--- src/rtl/pcap_buffer_ctrl.sv ---
// PCAP DMA buffer-table controller: FIFO of buffer base addresses,
// running DMA write address and coalesced capture interrupts.
module pcap_buffer_ctrl #(
    parameter int AW   = 3,
    parameter int BLKW = 16
) (
    input  logic            clk_i,
    input  logic            reset_i,
    input  logic            addr_wr_i,
    input  logic [31:0]     addr_i,
    input  logic [BLKW-1:0] block_words_i,
    input  logic            arm_i,
    input  logic            disarm_i,
    input  logic            end_i,
    input  logic            beat_i,
    input  logic            irq_ack_i,
    output logic            active_o,
    output logic [31:0]     dma_addr_o,
    output logic [AW:0]     addr_level_o,
    output logic            irq_o,
    output logic [7:0]      irq_flags_o,
    output logic [BLKW-1:0] irq_count_o
);

    localparam int DEPTH = 1 << AW;
    localparam logic [AW:0] FULL_LVL = (AW+1)'(DEPTH);

    localparam logic [0:0] S_IDLE   = 1'b0;
    localparam logic [0:0] S_ACTIVE = 1'b1;

    localparam int F_DONE  = 0;
    localparam int F_COMPL = 1;
    localparam int F_DISARM = 2;
    localparam int F_UNDER = 3;
    localparam int F_LOST  = 4;
    localparam int F_FULL  = 5;

    logic [31:0]     mem_q [DEPTH];
    logic [0:0]      state_q, state_d;
    logic [AW-1:0]   wr_ptr_q, wr_ptr_d, rd_ptr_q, rd_ptr_d;
    logic [AW:0]     level_q, level_d;
    logic [31:0]     base_q, base_d;
    logic [BLKW-1:0] blk_q, blk_d;
    logic [BLKW-1:0] count_q, count_d;
    logic [31:0]     dma_addr_q, dma_addr_d;
    logic            irq_q, irq_d;
    logic [5:0]      flags_q, flags_d;
    logic [BLKW-1:0] irq_count_q, irq_count_d;

    logic            empty, full, pop, push_ok;
    logic [31:0]     head;
    logic [BLKW-1:0] cnt_inc, ev_cnt;
    logic [5:0]      ev_flags;

    always_comb begin
        empty    = (level_q == '0);
        full     = (level_q == FULL_LVL);
        head     = mem_q[rd_ptr_q];
        cnt_inc  = count_q + BLKW'(1);
        state_d  = state_q;
        base_d   = base_q;
        blk_d    = blk_q;
        count_d  = count_q;
        pop      = 1'b0;
        ev_flags = '0;
        ev_cnt   = '0;

        case (state_q)
            S_IDLE: begin
                if (arm_i && block_words_i != '0) begin
                    if (empty) begin
                        ev_flags[F_UNDER] = 1'b1;
                    end else begin
                        pop     = 1'b1;
                        base_d  = head;
                        blk_d   = block_words_i;
                        count_d = '0;
                        state_d = S_ACTIVE;
                    end
                end
            end
            S_ACTIVE: begin
                if (disarm_i) begin
                    ev_flags[F_DISARM] = 1'b1;
                    ev_cnt  = count_q;
                    state_d = S_IDLE;
                end else if (end_i) begin
                    ev_flags[F_COMPL] = 1'b1;
                    ev_cnt  = count_q + BLKW'(beat_i);
                    count_d = count_q + BLKW'(beat_i);
                    state_d = S_IDLE;
                end else if (beat_i) begin
                    count_d = cnt_inc;
                    if (cnt_inc == blk_q) begin
                        ev_flags[F_DONE] = 1'b1;
                        ev_cnt = blk_q;
                        // Rollover to the next buffer in the same cycle
                        if (!empty) begin
                            pop     = 1'b1;
                            base_d  = head;
                            count_d = '0;
                        end else begin
                            ev_flags[F_UNDER] = 1'b1;
                            state_d = S_IDLE;
                        end
                    end
                end
            end
            default: state_d = S_IDLE;
        endcase

        push_ok = addr_wr_i && (!full || pop);
        ev_flags[F_FULL] = addr_wr_i && full && !pop;

        wr_ptr_d   = wr_ptr_q + AW'(push_ok);
        rd_ptr_d   = rd_ptr_q + AW'(pop);
        level_d    = level_q + (AW+1)'(push_ok) - (AW+1)'(pop);
        dma_addr_d = base_d + (32'(count_d) << 2);

        irq_d       = irq_q;
        flags_d     = flags_q;
        irq_count_d = irq_count_q;
        if (ev_flags != '0) begin
            irq_d       = 1'b1;
            irq_count_d = ev_cnt;
            if (irq_q && !irq_ack_i)
                flags_d = flags_q | ev_flags | 6'(1 << F_LOST);
            else
                flags_d = ev_flags;
        end else if (irq_ack_i) begin
            irq_d       = 1'b0;
            flags_d     = '0;
            irq_count_d = '0;
        end
    end

    always_ff @(posedge clk_i) begin
        if (push_ok)
            mem_q[wr_ptr_q] <= {addr_i[31:2], 2'b00};
    end

    always_ff @(posedge clk_i or posedge reset_i) begin
        if (reset_i) begin
            state_q     <= S_IDLE;
            wr_ptr_q    <= '0;
            rd_ptr_q    <= '0;
            level_q     <= '0;
            base_q      <= '0;
            blk_q       <= '0;
            count_q     <= '0;
            dma_addr_q  <= '0;
            irq_q       <= 1'b0;
            flags_q     <= '0;
            irq_count_q <= '0;
        end else begin
            state_q     <= state_d;
            wr_ptr_q    <= wr_ptr_d;
            rd_ptr_q    <= rd_ptr_d;
            level_q     <= level_d;
            base_q      <= base_d;
            blk_q       <= blk_d;
            count_q     <= count_d;
            dma_addr_q  <= dma_addr_d;
            irq_q       <= irq_d;
            flags_q     <= flags_d;
            irq_count_q <= irq_count_d;
        end
    end

    assign active_o     = (state_q == S_ACTIVE);
    assign dma_addr_o   = dma_addr_q;
    assign addr_level_o = level_q;
    assign irq_o        = irq_q;
    assign irq_flags_o  = {2'b00, flags_q};
    assign irq_count_o  = irq_count_q;

endmodule

--- config.mk ---
export PLATFORM = sky130hd
export DESIGN_NAME = pcap_buffer_ctrl
export DESIGN_NICKNAME = d
export VERILOG_FILES = /design/src/rtl/pcap_buffer_ctrl.sv
export SDC_FILE = /design/constraint.sdc
export NUM_CORES = 1
export LEC_CHECK = 0
export CORE_MARGIN = 2
export CORE_UTILIZATION = 42
export CTS_BUF_LIST = sky130_fd_sc_hd__clkbuf_2 sky130_fd_sc_hd__clkbuf_4 sky130_fd_sc_hd__clkbuf_8
export DETAILED_ROUTE_END_ITERATION = 8
export GPL_TIMING_DRIVEN = 1
export MAX_ROUTING_LAYER = met4
export PLACE_DENSITY = 0.7
export SLEW_MARGIN = 30
export SYNTH_ARGS = -nofsm -noshare
export SYNTH_HDL_FRONTEND = slang
export SYNTH_SLANG_ARGS = --single-unit
--- constraint.sdc ---
create_clock -name clk_i -period 13.8 [get_ports clk_i]
set_clock_uncertainty 0.05 [all_clocks]
set_input_delay 2.07 -clock clk_i [delete_from_list [all_inputs] [get_ports clk_i]]
set_output_delay 2.07 -clock clk_i [all_outputs]
set_load 0.1 [all_outputs]
# ---- After elaboration in Yosys (flattened, before gate mapping)
# Memories as Yosys holds them, arrays and structs flattened.
# Index checks and enable logic that the tools add are counted.
dict set report classes {
  n_addsub 7
  n_eq_ne 2
  muxes 55
  bitwise_logic 3
  n_reduce_logical 14
}
# cell n
set op_table {}
lappend op_table {{$mux W16} 14}
lappend op_table {{$mux W32} 6}
lappend op_table {{$pmux W32 S2} 1}
lappend op_table {{$add A32 B18 Y32} 1}
lappend op_table {{$pmux W16 S2} 1}
lappend op_table {{$mux W1} 25}
lappend op_table {{$mux W6} 3}
lappend op_table {{$add A16 B1 Y16} 1}
lappend op_table {{$add A16 B1 Y16 const B} 1}
lappend op_table {{$eq A16 B16 Y1} 1}
lappend op_table {{$reduce_bool A16 Y1} 1}
lappend op_table {{$add A3 B1 Y3} 2}
lappend op_table {{$or A6 B6 Y6} 1}
lappend op_table {{$pmux W1 S2} 3}
lappend op_table {{$logic_and A1 B1 Y1} 5}
lappend op_table {{$reduce_bool A5 Y1} 1}
lappend op_table {{$add A4 B1 Y4} 1}
lappend op_table {{$eq A4 B4 Y1 const B} 1}
lappend op_table {{$logic_not A4 Y1} 1}
lappend op_table {{$sub A4 B1 Y4} 1}
lappend op_table {{$logic_not A1 Y1} 3}
lappend op_table {{$mux W3} 1}
lappend op_table {{$reduce_and A3 Y1} 1}
lappend op_table {{$mux W2} 1}
lappend op_table {{other kinds (3)} 4}
dict set report totals {
  reg_bits 130
  ramBits 240
  inputBits 56
  output_inout_bits 62
  wordCells 93
  n_memories 1
}
# memory words width read_ports rd_clocked_by_memory_dff wr line_no
set memory_table {}
lappend memory_table {mem_q 8 30 1 0 1 38} ;# logic [31:0] mem_q [DEPTH];

# ---- Depth between registers and ports, before layout
dict set report depth {
  depth_word 12
  mapped_depth 28
  mapped_depth_nobuf 24
}

# ---- Worst setup path before layout
# Ideal clock, no wire load.
dict set report synth_path {
  path_kind {input-to-reg}
  from {input disarm_i}
  to {memory mem_q[0][0] in the netlist's numbering (enable)}
  setup_ns 0.503
  arrival_ns 6.904
  required_time_ns 13.247
  setup_slack_ns 6.343
  cell_stages 12
  n_path_buf 3
  path_cell_list {clkbuf_1 > nor2_1 > nand2_1 > nor3_1 > o2111a_1 > nand4_2 > and2_4 > buf_2 > buf_2 > nand3_1 > nand2b_1 > nor4b_1}
}
dict set report synth_between {
  elab_chain_len 6
}
# element line_no
set synth_rtl {}
lappend synth_rtl {{start, declared} 13} ;# input logic disarm_i,
lappend synth_rtl {{$mux W1} 83} ;# if (disarm_i) begin
lappend synth_rtl {{$pmux W1 S2} 68} ;# case (state_q)
lappend synth_rtl {{$logic_or A1 B1 Y1} 112} ;# push_ok = addr_wr_i && (!full || pop);
lappend synth_rtl {{$logic_and A1 B1 Y1} 112}
lappend synth_rtl {{$mux W1} 138} ;# if (push_ok)
lappend synth_rtl {{$mux W1 (not written as such)} 139} ;# mem_q[wr_ptr_q] <= {addr_i[31:2], 2'b00};
lappend synth_rtl {{end, declared} 38}
# No other way between the ends.

# ---- Final worst setup path
dict set report layout_path {
  from {input block_words_i[2]}
  to {register dma_addr_q[16] (netlist: dma_addr_o[16])}
}
dict set report layout_between {
  elab_chain_len 5
  elab_cells_between_ends 7
  cone_classes {add/sub (1); mux (4); reduce/logical (2)}
}
# element line_no
set layout_rtl {}
lappend layout_rtl {{start, declared} 11} ;# input logic [BLKW-1:0] block_words_i,
lappend layout_rtl {{$reduce_bool A16 Y1} 70} ;# if (arm_i && block_words_i != '0) begin
lappend layout_rtl {{$logic_and A1 B1 Y1} 70}
lappend layout_rtl {{$mux W32} 70}
lappend layout_rtl {{$pmux W32 S2} 68}
lappend layout_rtl {{net base_d[3]} 42} ;# logic [31:0] base_q, base_d;
lappend layout_rtl {{$add A32 B18 Y32} 118} ;# dma_addr_d = base_d + (32'(count_d) << 2);
lappend layout_rtl {{net dma_addr_d[16]} 45} ;# logic [31:0] dma_addr_q, dma_addr_d;
lappend layout_rtl {{end signal, assigned} 163} ;# dma_addr_q <= dma_addr_d;
lappend layout_rtl {{end, declared} 45}
# The timed path passes the listed nets, and every way through them passes these cells.
# A chain may end at the register's enable or synchronous reset.

==> results by group <==
Cells and area
  – Area Overhead vs Synth: 17.5%
  – Layout Nets: 1374
  – Layout cells sized above 1: 0.176

Pwr
  – P_sw: 1.65 mW
  – Internal: 2.52 mW
  – Switching portion of total power: 0.395
  – Total power: 4.17 mW
  – Clk pwr share: 0.225
  – Gate power share: 0.395
  – Pleak: 7.10 nW
  – PwrDens: 215 nW/um2
  – Peak supply drop: 0.000132 V
  – Reg power frac: 0.379

Setup path
  – CP max FO: 49
  – Worst path slowest cell: o41ai_4
  – Worst path cell trace: clkdlybuf4s50_1 > or4_1 > o41ai_4 > or3_1 > and2_4 > clkinv_1 > a31oi_1 > inv_1 > fa_1 > nor2b_1 > o21ai_0 > a21boi_0 > o21ai_0 > nand2b_1 > a31oi_1 > o21ai_0 > o21ai_2 > a21oi_2 > mux2i_1 > o2111ai_1
  – Crit-path most repeated cell: o21ai_0
  – WP data arrival: 8.14 ns
  – Max incr delay on CP: 0.73 ns
  – Req. time, crit path: 14.22 ns
  – WS Path Type: in2reg
  – Worst Setup End Kind: register
  – CP Launch Type: input pin

Die
  – Row count: 72
  – Die Wd: 202 um
  – Die height: 202 um
  – Full die area: 40900 um2
  – Core ar.: 38700 um2
  – I/O pins: 118
  – Initial Utilization: 0.426

Route
  – Post-route ant nets: 0
  – Initial drt markers: 1043
  – WL final: 37300 um
  – Wire length per cell: 20.1 um
  – DR vias/cell: 5.43
  – DR vias: 10100
  – # DRC: 0
  – Pre-antenna DRT Iters: 5

Clock tree
  – Num CTS Buffers: 57
  – PostCTS Resize Cnt: 0
  – Htree depth: 2
  – CTS root buf: clkbuf_8
  – Post CTS Setup Buffer Count: 0
  – Post-cts hold buffer count: 0
  – Clock Tree Buf Depth: 3
  – Worst skew pair latency: 0.62 ns
  – CTS tree: yes
  – Reg clk slew, reported paths: 0.06 ns
  – Clock sink total: 368

Synthesis
  – Synthesized area per cell: 14.2 um2
  – Yosys top cell by area: edfxtp_1
  – Seq/Total Area, Yosys: 0.631
  – Yosys top cell area share: 0.437
  – Synth Instances: 1159
  – Post-Syn Area: 16500 um2
  – Number of unique standard cell types used by synthesis: 87
  – Synth area leaders: edfxtp_1 (44%), dfrtp_1 (19%), mux4_2 (8.2%)
  – EDFF count, synth: 240
  – Post-synth ARST share: 0.348
  – FF+latch count, synth: 368
  – Dominant synthesized flop cell: edfxtp_1
  – Yosys warns: 0

Placed design
  – Post-detail-place hpwl: 24000 um
  – Port Buf Inserts: 113
  – Gpl congestion: 0.923

Global routing
  – Overflow after GRT: 0
  – First-pass GRT wire length: 58600 um
  – GRT Util Overall: 0.190
  – Initial antenna violation count: 4
  – Pin count of the biggest net entering global routing: 72
  – Vias in the first global route: 10300

STA
  – Setup violators final: 0
  – Worst Tran Pin Value: 1.02 ns
  – Worst rel slew slack: 0.316
  – Fmax achieved: 130 MHz
  – Final-report hold violation count: 0
  – Crit path time final: 7.72 ns
  – Fin. max-slew vios: 0
  – Post-route setup TNS: 0 ns
  – Unrepaired setup endpoints after global routing: false
  – Final period utilization: 0.559

Worst hold path
  – Worst hold path type: reg2reg

Run
  – # Max-Cap Violations: 0

Status
  – Run status: complete, no violations
==> through the flow <==
step           area (um2)  instances  worst slack [ns]  hold WS [ns]   util
3_5_place_dp        18200       1746              5.35         0.431  0.469
4_1_cts             19400       1853              6.00         0.448  0.500
3_3_place_gp        18200       1746              5.42         0.422  0.469
5_1_grt             19400       1857              5.55         0.466  0.500
2_1_floorplan       16500       1160              6.34         0.401      -
6_report            19400       1858              6.08         0.442  0.500
==> flip-flops by register name, indices dropped and copies added, names as in the netlist <==
| signal | cells |
|---|---|
| flags_q | 6 |
| wr_ptr_q | 3 |
| addr_level_o | 4 |
| mem_q | 240 |
| irq_o | 1 |
| active_o | 1 |
| blk_q | 16 |
| base_q | 30 |
| dma_addr_o | 32 |
| count_q | 16 |
| irq_count_o | 16 |
| rd_ptr_q | 3 |
==> critical path, delay by kind of cell <==
family | cells | cell delay, ns
adders and majority gates | 1 | 0.44
and+or+nand+nor | 5 | 1.56
buffers and inverters | 3 | 1.06
AOI/OAI and AO/OA | 10 | 2.80
muxes | 1 | 0.21
==> routing by layer <==
layer  up-vias  routed length, um  global-route usage
met5         -                  0                   -
li1       4690                  -                   -
met1      5046              16300               0.249
met2       297              17900               0.301
met3        62               2260              0.0400
met4         0                804              0.0568
==> cells in the final DEF, fill, tap and decap left out, drive strengths merged, types with 8 or more instances in the layout <==
cell type / synthesis / layout
a21oi: 59 / 59
a22o: 11 / 11
a31oi: 12 / 12
and3: 8 / 8
buf: 31 / 17
clkbuf: 31 / 74
clkdlybuf4s50: 0 / 113
clkinv: 2 / 30
dfrtp: 128 / 128
edfxtp: 240 / 240
ha: 29 / 29
inv: 41 / 43
mux2: 23 / 23
mux2i: 27 / 27
mux4: 60 / 60
nand2: 83 / 83
nand2b: 11 / 11
nand3: 30 / 30
nand4: 13 / 13
nor2: 56 / 56
nor3: 17 / 17
nor4: 8 / 8
o21ai: 75 / 75
xnor2: 37 / 37
xor2: 17 / 17
==> power groups by stage <==
stage	logic (mW)	registers (mW)	clock network, mW
3_3_place_gp	1.64	1.60	0
4_1_cts	1.66	1.59	0.963
6_report	1.65	1.58	0.940
2_1_floorplan	0.836	1.97	0
3_5_place_dp	1.65	1.60	0
5_1_grt	1.77	1.61	1.01
==> Yosys cell counts (23+ instances only) <==
cell type and n:
mux4_2 60, ha_1 29, nor2_1 55, clkbuf_1 31, nand3_1 28, o21ai_0 66, nand2_1 81, inv_1 41
mux2_2 23, xnor2_1 37, dfrtp_1 128, mux2i_1 27, a21oi_1 56, edfxtp_1 240
==> cells by family (layout without fill, tap and decap cells) <==
logic type                 after synthesis  after routing  share of synthesized area
AOI/OAI and AO/OA                      229            229                     0.0923
xor gates and xnor gates                54             54                     0.0287
adders and majority gates               31             31                     0.0244
buffers and inverters                  105            280                     0.0275
DFF                                    368            368                      0.631
muxes                                  110            110                      0.114
other                                    1              7                   0.000227
and+or+nand+nor                        261            261                     0.0816
==> final cells by class <==
class                   count  area, um2
fillers                  3264      19400
flip-flops and latches    368      10400
multi-input cells         687       5660
repair buffers            130       1260
clock buffers              74        962
well taps                 518        648
clock inverters            33        245
inverters                  43        166
diodes                      5       12.5
==> path summary, 6_finish.rpt <==
| kind | slack [ns] | depth (start not counted) | start | to |
|---|---|---|---|---|
| worst max register to register | 7.24 | 22 | count_q[1]$_DFF_PP0_ | dma_addr_o[16]$_DFF_PP0_ |
| min in group asynchronous | 1.88 | 2 | reset_i | dma_addr_o[0]$_DFFE_PP0P_ |
| worst min register to register | 0.44 | 1 | irq_count_o[8]$_DFFE_PP0P_ | irq_count_o[8]$_DFFE_PP0P_ |
| worst min-delay path | 0.44 | 1 | irq_count_o[8]$_DFFE_PP0P_ | irq_count_o[8]$_DFFE_PP0P_ |
| max in group asynchronous | 10.58 | 3 | reset_i | rd_ptr_q[0]$_DFF_PP0_ |
| worst max-delay path | 6.08 | 20 | block_words_i[2] | dma_addr_o[16]$_DFF_PP0_ |
Note: power is estimated with default switching activity, not from simulation.
